File: src/rtl/dac_update_scheduler.sv
// Arbitrates host (s0) and stream (s1) samples onto the SPI DAC controller, holds the
// sample until LDAC latches it, spaces updates by MIN_GAP and flags hung transfers.
module dac_update_scheduler #(
  parameter int MIN_GAP = 64,
  parameter int TIMEOUT = 1024
) (
  input  logic        clk,
  input  logic        rst_l,
  input  logic        enable,
  input  logic        s0_valid,
  input  logic [15:0] s0_data,
  output logic        s0_ready,
  input  logic        s1_valid,
  input  logic [15:0] s1_data,
  output logic        s1_ready,
  output logic [15:0] dac_data,
  output logic        dac_en,
  output logic        renew,
  input  logic        spi_csn,
  input  logic        spi_ldac,
  output logic        busy,
  output logic        last_src,
  output logic        err_timeout,
  input  logic        clr_err
);

  localparam int GAP_W = (MIN_GAP > 0) ? $clog2(MIN_GAP + 1) : 1;
  localparam int TO_W  = $clog2(TIMEOUT);
  localparam logic [GAP_W-1:0] GAP_LOAD = GAP_W'(MIN_GAP);
  // Checked one cycle early so the flag is visible TIMEOUT cycles after renew.
  localparam logic [TO_W-1:0]  TO_LAST  = TO_W'(TIMEOUT - 2);

  typedef enum logic [2:0] {
    IDLE,
    ISSUE,
    WAIT_CS,
    WAIT_LDAC_LO,
    WAIT_LDAC_HI
  } state_t;

  state_t           state;
  logic [GAP_W-1:0] gap;
  logic [TO_W-1:0]  tcnt;
  logic             grant0;
  logic             grant1;

  assign s0_ready = (state == IDLE) && (gap == '0) && enable;
  assign s1_ready = s0_ready && !s0_valid;
  assign grant0   = s0_ready && s0_valid;
  assign grant1   = s1_ready && s1_valid;

  always_ff @(posedge clk or negedge rst_l) begin
    if (!rst_l) begin
      state       <= IDLE;
      gap         <= '0;
      tcnt        <= '0;
      dac_data    <= '0;
      dac_en      <= 1'b0;
      renew       <= 1'b0;
      busy        <= 1'b0;
      last_src    <= 1'b0;
      err_timeout <= 1'b0;
    end else begin
      dac_en <= enable;
      renew  <= 1'b0;
      // A timeout set below in the same cycle overrides this clear.
      if (clr_err) err_timeout <= 1'b0;

      case (state)
        IDLE: begin
          if (gap != '0) gap <= gap - GAP_W'(1);
          if (grant0 || grant1) begin
            dac_data <= grant0 ? s0_data : s1_data;
            last_src <= grant1;
            renew    <= 1'b1;
            busy     <= 1'b1;
            state    <= ISSUE;
          end
        end
        ISSUE: begin
          tcnt  <= '0;
          state <= WAIT_CS;
        end
        default: begin
          tcnt <= tcnt + TO_W'(1);
          if (state == WAIT_LDAC_HI && spi_ldac) begin
            state <= IDLE;
            busy  <= 1'b0;
            gap   <= GAP_LOAD;
          end else if (tcnt == TO_LAST) begin
            err_timeout <= 1'b1;
            state       <= IDLE;
            busy        <= 1'b0;
            gap         <= GAP_LOAD;
          end else if (state == WAIT_CS && !spi_csn) begin
            state <= WAIT_LDAC_LO;
          end else if (state == WAIT_LDAC_LO && !spi_ldac) begin
            state <= WAIT_LDAC_HI;
          end
        end
      endcase
    end
  end

endmodule

File: config.mk
export PLATFORM = sky130hd
export DESIGN_NAME = dac_update_scheduler
export DESIGN_NICKNAME = d
export VERILOG_FILES = /design/src/rtl/dac_update_scheduler.sv
export SDC_FILE = /design/constraint.sdc
export NUM_CORES = 1
export LEC_CHECK = 0
export CELL_PAD_IN_SITES_DETAIL_PLACEMENT = 1
export CELL_PAD_IN_SITES_GLOBAL_PLACEMENT = 1
export CORE_ASPECT_RATIO = 0.7
export CORE_MARGIN = 4
export CORE_UTILIZATION = 34
export CTS_CLUSTER_DIAMETER = 150
export DETAILED_ROUTE_END_ITERATION = 12
export HOLD_SLACK_MARGIN = 0.08
export PLACE_DENSITY = 0.84
export SKIP_CTS_REPAIR_TIMING = 1
export SYNTH_ARGS = -nofsm -noshare
export SYNTH_HDL_FRONTEND = slang
export SYNTH_SLANG_ARGS = --single-unit
File: constraint.sdc
create_clock -name clk -period 2.1 [get_ports clk]
set_clock_uncertainty 0.15 [all_clocks]
set_input_delay 0.525 -clock clk [delete_from_list [all_inputs] [get_ports clk]]
set_output_delay 0.525 -clock clk [all_outputs]
set_load 0.1 [all_outputs]
-- Word-level counts from Yosys, hierarchy flattened
Index checks and enable logic that the tools add are counted.
W data, S select, Z words.
- flip-flop bits (word level): 41
- bits of input ports: 40
- output and inout bits: 23
- word-level logic and storage cells: 63
- $add $sub $neg: 2
- equal/unequal tests: 7
- muxes and demuxes: 22
- bitwise operators: 1
- reductions and logical operators: 22
- operators by type and width (operator ; number):
    $mux W7 ; 3
    $pmux W10 S2 ; 1
    $mux W16 ; 1
    $mux W3 ; 5
    $pmux W7 S2 ; 1
    $add A10 B1 Y10 const B ; 1
    $eq A10 B10 Y1 const B ; 1
    $mux W1 ; 9
    $logic_and A1 B1 Y1 ; 8
    $logic_not A7 Y1 ; 1
    $reduce_bool A7 Y1 ; 1
    $sub A7 B1 Y7 const B ; 1
    $eq A3 B2 Y1 const B ; 2
    $pmux W3 S2 ; 1
    $reduce_and A3 Y1 ; 2
    $reduce_bool A6 Y1 ; 1
    $ne A2 B1 Y1 const B ; 2
    $reduce_and A2 Y1 ; 2
    $eq A3 B1 Y1 const B ; 1
    $eq A3 B3 Y1 const B ; 1
    $logic_not A1 Y1 ; 3
    $logic_not A3 Y1 ; 1
    $reduce_bool A3 Y1 ; 1
    $pmux W1 S2 ; 1
    other kinds (3) ; 3

-- Depth between registers and ports, before layout
Gate-level depths: netlist (run 1).
- word-level depth: 8
- depth in mapped cells: 8
- gate-level depth less buffers: 6

-- Worst setup path after synthesis (run 1)
No wires, ideal clock.
- path type: register -> output
- from: register gap[0]
- to: output s1_ready
- data arrival time: 2743 ps
- required time: 1425 ps
- slack: -1318 ps
- stages on the path, launching flop included: 6
- path buffers: 0
- cell sequence: dfrtp_1 -> inv_1 -> ha_1 -> nor2b_1 -> and4_4 -> nor2b_1
- cells in the longest elaborated chain, start to end: 4
- ends and longest elaborated chain (what ; line ; text):
    from (decl) ; 42 ; logic [GAP_W-1:0] gap;
    from (signal assigned) ; 71 ; if (gap != '0) gap <= gap - GAP_W'(1);
    $logic_not A7 Y1 ; 47 ; assign s0_ready = (state == IDLE) && (gap == '0) && enable;
    $logic_and A1 B1 Y1 (2 in series) ; 47 ;
    net s0_ready ; 12 ; output logic s0_ready,
    $logic_and A1 B1 Y1 ; 48 ; assign s1_ready = s0_ready && !s0_valid;
    to (decl) ; 15 ; output logic s1_ready,
The timed path passes the listed nets, and every way through them passes these cells.

-- Final worst setup path (run 1)
- from: register gap[5]
- to: output s1_ready
- cells in the longest elaborated chain, start to end: 4
- ends and longest elaborated chain (what ; line):
    $logic_not A7 Y1 ; 47
    $logic_and A1 B1 Y1 (2 in series) ; 47
    $logic_and A1 B1 Y1 ; 48
Every way passes these cells.

==> results.txt, run 1 <==
----------------------------------------------------
[Clocking]
  CTS clk-pin slew, worst paths ... 0.08 ns
  # H-tree levels ... 2
  # clock sinks ... 41
  CTS tree ... done
  Cell chosen for the clock root ... clkbuf_8
  Num CTS Buffers ... 5
  Clk_lat worst skew ... 0.30 ns
  Maximum number of buffers from clock root to sink ... 2

[Timing]
  RSZ-0062 raised after global routing ... yes
  Worst Tran Pin Value ... approximately 0.52 ns
  Number of hold violations in the final report ... 0
  Final Critical Period ... 2.37 ns
  Peak Freq ... 0.421 GHz
  Count of endpoints failing setup in the final report ... 18
  Setup ws final ... -0.273 ns
  Max Transition Viols Final ... 0
  Final clock period utilization by the worst path ... 113%
  Slew margin rel. ... about 65%

[Global routing]
  Number of antenna violations at the first check in global routing ... 0
  GR Util All Layers ... between 10% and 20%
  Global-route wire length before repair ... ~11 mm
  Total grt overflow ... 0
  Pin count of the biggest net entering global routing ... 42
  Via count of the first global-routing pass ... 2,051

[Finish]
  Post-layout net count ... 331
  Diodes inserted ... 0
  Share of post-route cells with drive strength above 1 ... roughly 41%
  Layout-stage area growth over the synthesis result ... 59.3%
  Post-route cell area ... between 3000 and 4000 µm²
  Fillers ... 653

[Worst setup path]
  CP max-delay cell ... dfrtp_1
  Worst Setup End Kind ... primary output
  CP peak stage delay ... 0.43 ns
  Setup slack of the worst register-to-register path ... -0.14 ns
  Crit path max-delay family ... simple AND/OR/NAND/NOR gates
  Data required time of the critical path ... 1.42 ns
  CP bufs+invs ... 1
  Source of the worst register-to-register timing path ... gap[0]
  Maximum net fanout on the critical path ... 3
  CP Cell Sequence ... nor4_4 > and4_4 > nor2b_4 > buf_12
  Reg-to-reg endpoint ... dac_data[1]
  Critical path class ... flop to primary output
  Startpoint kind of the worst setup timing path ... flop
  Worst r2r path cells ... 8
  Data arrival time at the worst-slack endpoint ... roughly 1.7 ns

[Floorplanning]
  Count of pins on the block boundary ... 63
  Chip width ... around 110 µm
  Overall die area ... 8030 µm²
  Core Region ... 6340 µm²
  Initial cell density of the core ... a little over a third
  Row Count ... 24
  Overall die height ... between 70 and 80 µm

[Power and ir drop]
  Leakage ... 1.54 nW
  Peak supply drop ... 0.735 mV
  Total power per unit cell area ... 1360 nW/µm²

[Yosys]
  Netlist area before placement ... 2260 µm²
  Yosys reg bits ... 41
  Library cell with the highest instance count after synthesis ... dfrtp_1
  Top cells by area, synth ... dfrtp_1 45%, mux2_2 12%, mux2_4 4.7%
  Number of enable flip-flop cells after synthesis ... 0
  Net count of the mapped netlist ... 238
  Library cell occupying the most area in the post-synthesis netlist ... dfrtp_1
  Post-synth top cells ... 41 x dfrtp_1, 24 x mux2_2, 12 x nor2_1
  Area share of the largest cell type after synthesis ... ~45%
  Sequential fraction of the synthesis area ... 45.5%
  Count of distinct cell types in the synthesized netlist ... 48
  Post-synthesis instance total ... 194
  Fraction of registers with async set or reset after synthesis ... 100%
  Total of warnings raised by yosys ... 0
  Ys flop type ... dfrtp_1
  Avg Synthesized Cell Area ... 11.6 µm²

[Place]
  Worst-case setup slack after placement ... -0.346 ns
  Dpl hpwl ... 5.17 mm
  Count of input and output buffers ... 62
  Routability congestion estimate ... about 0.84
  Area after DPL ... around 3400 µm²

[Detailed routing]
  Vias per cell ... 5.01
  Post-route ant nets ... 0
  DRT iter0 DRCs ... 38
  Detailed Routing Iterations Pass 1 ... 4
  Wire length after detailed routing ... 7.03 mm
  WL/cell ... 18.7 µm
  Count of vias placed by the detailed router ... 1,887
  DRC violation count after routing ... 0

[Job]
  Max-cap violation count ... 0

[Outcome]
  Status ... finished, violations left
  Failing checks ... negative setup slack

[Min path]
  Worst hold path type ... primary input to async pin

----------------------------------------------------
==> state kept, by name, summed over array words and instances, names as in the netlist <==
register	count
tcnt	10
dac_en	1
err_timeout	1
last_src	1
state	3
gap	7
renew	1
busy	1
dac_data	16
==> worst register-to-register path: cells and delay by family, from the launching register on <==
| kind | cells | cell delay, ns |
|---|---|---|
| multiplexers | 2 | 0.58 |
| AND/OR/NAND/NOR | 2 | 0.46 |
| flip-flops | 1 | 0.40 |
| buffers and inverters | 3 | 0.36 |
| adder cells (fa/ha/maj) | 1 | 0.19 |
==> routing by layer <==
metal / track usage (%) / vias up / wire length (µm)
met4: 2.88 / 0 / 103
met1: 21.9 / 932 / 3190
met3: 5.08 / 11 / 281
met5: 0 / - / 0
met2: 28.4 / 49 / 3460
li1: - / 895 / -
==> logic make-up (layout without fill, tap and decap cells) <==
kind of cell    count (synthesis)  count (layout)  share of synthesized area [%]
compound gates                 39              39                           12.8
xor+xnor                        4               4                           1.55
fa+ha+maj                       4               4                           2.22
buf+inv                        14             106                           4.60
flops                          41              41                           45.5
mux                            34              34                           18.1
simple gates                   58              58                           15.4
==> layout by cell type (no fill, tap or decap), drive strengths merged, types with 5 or more instances in the layout <==
| cell | n |
|---|---|
| mux2 | 33 |
| o21ai | 8 |
| inv | 6 |
| dfrtp | 41 |
| buf | 55 |
| nor3 | 5 |
| clkbuf | 6 |
| clkdlybuf4s50 | 38 |
| nor2 | 12 |
| a21oi | 8 |
| nand2 | 11 |
==> report_power, final <==
part | switching [mW] | internal, mW
Combinational | 1.75 | 1.33
Sequential | 0.287 | 1.04
Clock | 0.263 | 0.219
Total | 2.30 | 2.59
==> through the flow <==
stage | setup TNS [ns] | hold WS (ns) | std cells | power, mW | util (%)
finish | -2.52 | 0.142 | 377 | 4.90 | 56.7
global route | -3.56 | 0.198 | 377 | 5.16 | 56.7
CTS | -1.22 | 0.151 | 370 | 4.75 | 54.9
detailed placement | -6.18 | 0.386 | 364 | 4.25 | 53.7
global placement | -5.00 | 0.371 | 364 | 4.14 | 53.7
floorplan | -2.46 | 0.0794 | 194 | 3.03 | -
==> worst max-delay path by stage <==
stage	from	to	slack, ns	cells after the start
after floorplan	gap[5]	s1_ready	-0.46	3
after global placement	s0_valid	dac_data[5]	-0.28	6
after detailed placement	s0_valid	dac_data[6]	-0.35	6
after CTS	gap[3]	s1_ready	-0.31	4
after global routing	gap[4]	s1_ready	-0.32	4
final	gap[5]	s1_ready	-0.27	4
==> final cells by class <==
| type | count | area, µm² | share of cell area [%] |
|---|---|---|---|
| flip-flops and latches | 41 | 1030 | 28.6 |
| inverters | 6 | 22.5 | 0.627 |
| well taps | 91 | 114 | 3.17 |
| clock inverters | 1 | 5.00 | 0.139 |
| multi-input cells | 139 | 1210 | 33.8 |
| clock buffers | 5 | 68.8 | 1.91 |
| repair buffers | 94 | 1140 | 31.7 |
Power figures use the tool's default switching activity.
==> run 2: changes to the inputs <==
--- a/config.mk
+++ b/config.mk
@@ -9,11 +9,12 @@
 export CELL_PAD_IN_SITES_GLOBAL_PLACEMENT = 1
 export CORE_ASPECT_RATIO = 0.7
 export CORE_MARGIN = 4
-export CORE_UTILIZATION = 34
+export CORE_UTILIZATION = 44
 export CTS_CLUSTER_DIAMETER = 150
 export DETAILED_ROUTE_END_ITERATION = 12
+export DONT_BUFFER_PORTS = 1
 export HOLD_SLACK_MARGIN = 0.08
-export PLACE_DENSITY = 0.84
+export PLACE_DENSITY = 0.82
 export SKIP_CTS_REPAIR_TIMING = 1
 export SYNTH_ARGS = -nofsm -noshare
 export SYNTH_HDL_FRONTEND = slang
==> constraint.sdc (replaced) <==
create_clock -name clk -period 2.1 [get_ports clk]
set_clock_uncertainty 0.15 [all_clocks]
set_input_delay 0.63 -clock clk [delete_from_list [all_inputs] [get_ports clk]]
set_output_delay 0.63 -clock clk [all_outputs]
set_load 0.1 [all_outputs]
==> run 2 against run 1 <==
  * Total power is 1.4% higher
  * Final area is 16% lower
  * First-iteration DRC count grew to 4.5 times the previous value
  * Hold slack better by 0.050 ns
  * Global-route usage is 4.4 points higher
  * The run still ends with negative setup slack left
  * Non-clock buffer count is 40 lower
  * Highest routed layer unchanged
  * Sequential cell count stayed put
  * Final cell count is 16% lower
  * Critical path type unchanged
==> results.txt, run 2 (synthesis results as in run 1) <==
----------------------------------------------------
[Floorplanning]
  Initial cell density of the core ... 46.4% (+11 points)
  Overall die area ... 6360 µm² (-21%)
  Chip width ... 93.6 µm (-11%)
  Core Region ... 4860 µm² (-23%)
  Count of pins on the block boundary ... 63 (unchanged)
  Row Count ... 21 (-13%)
  Overall die height ... 67.9 µm (-11%)

[Worst setup path]
  CP peak stage delay ... 0.41 ns (-0.02 ns)
  CP Cell Sequence ... nor3_2 > and4_4 > nor2b_4 > buf_12
  Reg-to-reg endpoint ... dac_data[14]
  Maximum net fanout on the critical path ... 3 (unchanged)
  CP bufs+invs ... 1 (unchanged)
  Data arrival time at the worst-slack endpoint ... 1.75 ns (+0.05 ns)
  Setup slack of the worst register-to-register path ... -0.14 ns (about the same)
  Startpoint kind of the worst setup timing path ... flop
  Worst r2r path cells ... 5 (-3)
  Source of the worst register-to-register timing path ... gap[4]
  CP max-delay cell ... dfrtp_1
  Crit path max-delay family ... simple AND/OR/NAND/NOR gates
  Data required time of the critical path ... 1.32 ns (-0.10 ns)
  Critical path class ... flop to primary output
  Worst Setup End Kind ... primary output

[Power and ir drop]
  Combinational Power Share ... 60.2% (-2.9 points)
  Relative contribution of sequential cells to total power ... 25.7% (-1.4 points)
  Peak supply drop ... 0.928 mV (+26%)
  Clock group share of total power ... 14.1% (+4.3 points)
  Leakage ... 1.36 nW (-12%)
  Switching power of the nets ... 2.51 mW (+8.9%)
  Total power per unit cell area ... 1640 nW/µm² (+21%)
  Internal power ... 2.45 mW (-5.3%)
  Sw frac ... 50.6% (+3.5 points)

[Finish]
  Max reg flops ... 16 (unchanged)
  Register area ... 1030 µm² (-0.24%)
  Fillers ... 500 (-23%)
  Most frequent standard cell in the layout excluding fill and tap cells ... buf_4
  Highest-count cells in the layout ignoring fill and taps ... 45 x buf_4, 41 x dfrtp_1, 16 x mux2_4
  Final Core Density ... 62.1% (+5.4 points)
  Footprint of the multi-input gates ... 1240 µm² (+2.3%)
  Register name with the most flops ... dac_data
  Diodes inserted ... 0 (unchanged)
  Post-layout net count ... 291 (-12%)
  Non-filler cells in the finished layout ... 317 (-16%)
  Post-route cell area ... 3020 µm² (-16%)
  Regs by FF count ... dac_data x16, tcnt x10, gap x7
  Layout-stage area growth over the synthesis result ... 33.7%
  Share of post-route cells with drive strength above 1 ... 47.6% (+7.0 points)

[Timing]
  Number of hold violations in the final report ... 0 (unchanged)
  Final clock period utilization by the worst path ... 121% (+7.6 points)
  Slew margin rel. ... 40.7% (-24 points)
  Final Hold Slack ... 0.192 ns (+0.0498 ns)
  Max Transition Viols Final ... 0 (unchanged)
  Peak Freq ... 0.395 GHz (-6.3%)
  RSZ-0062 raised after global routing ... yes
  Setup ws final ... -0.433 ns (-0.160 ns)
  Final Critical Period ... 2.53 ns (+0.160 ns)
  Count of endpoints failing setup in the final report ... 19 (+1)
  Worst Tran Pin Value ... 0.889 ns (+0.365 ns)

[Clocking]
  # H-tree levels ... 2 (unchanged)
  Cell chosen for the clock root ... clkbuf_8
  CTS tree ... done
  Maximum number of buffers from clock root to sink ... 2 (unchanged)
  CTS clk-pin slew, worst paths ... 0.09 ns (about the same)
  Num CTS Buffers ... 5 (unchanged)
  # clock sinks ... 41 (unchanged)
  Clk_lat worst skew ... 0.31 ns (about the same)

[Detailed routing]
  Post-route ant nets ... 0 (unchanged)
  Count of vias placed by the detailed router ... 1,899 (+0.64%)
  Wire length after detailed routing ... 8.10 mm (+15%)
  DRC violation count after routing ... 0 (unchanged)
  DRT iter0 DRCs ... 172 (+350%)
  Vias per cell ... 5.99 (+20%)
  Detailed Routing Iterations Pass 1 ... 4 (unchanged)
  WL/cell ... 25.6 µm (+37%)

[Job]
  Max-cap violation count ... 0 (unchanged)

[Outcome]
  Status ... finished, violations left
  Failing checks ... negative setup slack

[Global routing]
  GR Util All Layers ... 21.3% (+4.4 points)
  Total grt overflow ... 0 (unchanged)
  Number of antenna violations at the first check in global routing ... 0 (unchanged)
  Global-route wire length before repair ... 10.2 mm (-6.1%)
  Via count of the first global-routing pass ... 1,892 (-7.8%)
  Pin count of the biggest net entering global routing ... 42 (unchanged)

[Place]
  Placed Instances ... 297 (-18%)
  Worst-case setup slack after placement ... -0.0660 ns (+0.280 ns)
  Dpl hpwl ... 4.74 mm (-8.2%)
  Count of input and output buffers ... 0 (-100%)
  Routability congestion estimate ... 0.808 (-3.9%)
  Area after DPL ... 2650 µm² (-22%)

[Min path]
  Number of stages on the worst hold path ... 0
  Worst hold path type ... primary input to flop
  Worst min-delay path startpoint ... enable
  Endpoint with the worst hold slack ... dac_en

----------------------------------------------------
-- run 2: cell count changes in the layout (fill, tap and decap cells not counted), sizes merged --
cell           delta
buf               -3
bufinv            +1
clkbuf            +1
clkdlybuf4s50    -38
clkinv            -1
clkinvlp          +1
dlygate4sd3       +1
-- run 2: per-stage QoR --
step                setup TNS [ns]  power, mW
detailed placement          -0.666       3.82
finish                       -2.64       4.96
global route                 -4.21       5.16
CTS                          -2.29       4.52
global placement                 0       3.66
floorplan                    -2.57       3.03
-- run 2: worst max-delay path by stage --
stage	from	endpoint	slack [ns]	cells after the start
3_5_place_dp	gap[1]	s1_ready	-0.07	6
6_report	state[1]	s1_ready	-0.43	4
2_1_floorplan	gap[5]	s1_ready	-0.56	3
5_1_grt	state[1]	s1_ready	-0.53	4
3_3_place_gp	gap[0]	s1_ready	0.01	6
4_1_cts	gap[0]	s1_ready	-0.43	6
-- run 2: layout make-up --
class                      count  share of cell area (%)
tap                           69                    2.86
sequential                    41                    34.0
clock buffer                   6                    2.74
multi-input combinational    139                    41.2
timing repair buffer          54                    17.2
inverter                       6                   0.746
clock inverter                 2                    1.24
-- run 2: per-layer routing --
layer / part of all wire, % / GRT usage (%)
met1: 40 / 28.4
met2: 50 / 33.7
met3: 6.2 / 5.60
met4: 3.9 / 8.29
met5: 0 / 0
-- run 2: worst register-to-register path, delay by kind of cell, from the launching register on --
family                 cells  cell delay [ns]
multiplexers               2             0.62
AND/OR/NAND/NOR            2             0.74
buffers and inverters      1             0.19
flip-flops                 1             0.44
-- run 2: power groups by stage --
stage | registers, mW | logic (mW) | clock network (mW)
floorplan | 2.10 | 0.930 | 0
global placement | 1.23 | 2.43 | 0
detailed placement | 1.26 | 2.55 | 0
CTS | 1.25 | 2.58 | 0.697
global route | 1.30 | 3.11 | 0.740
finish | 1.28 | 2.99 | 0.701
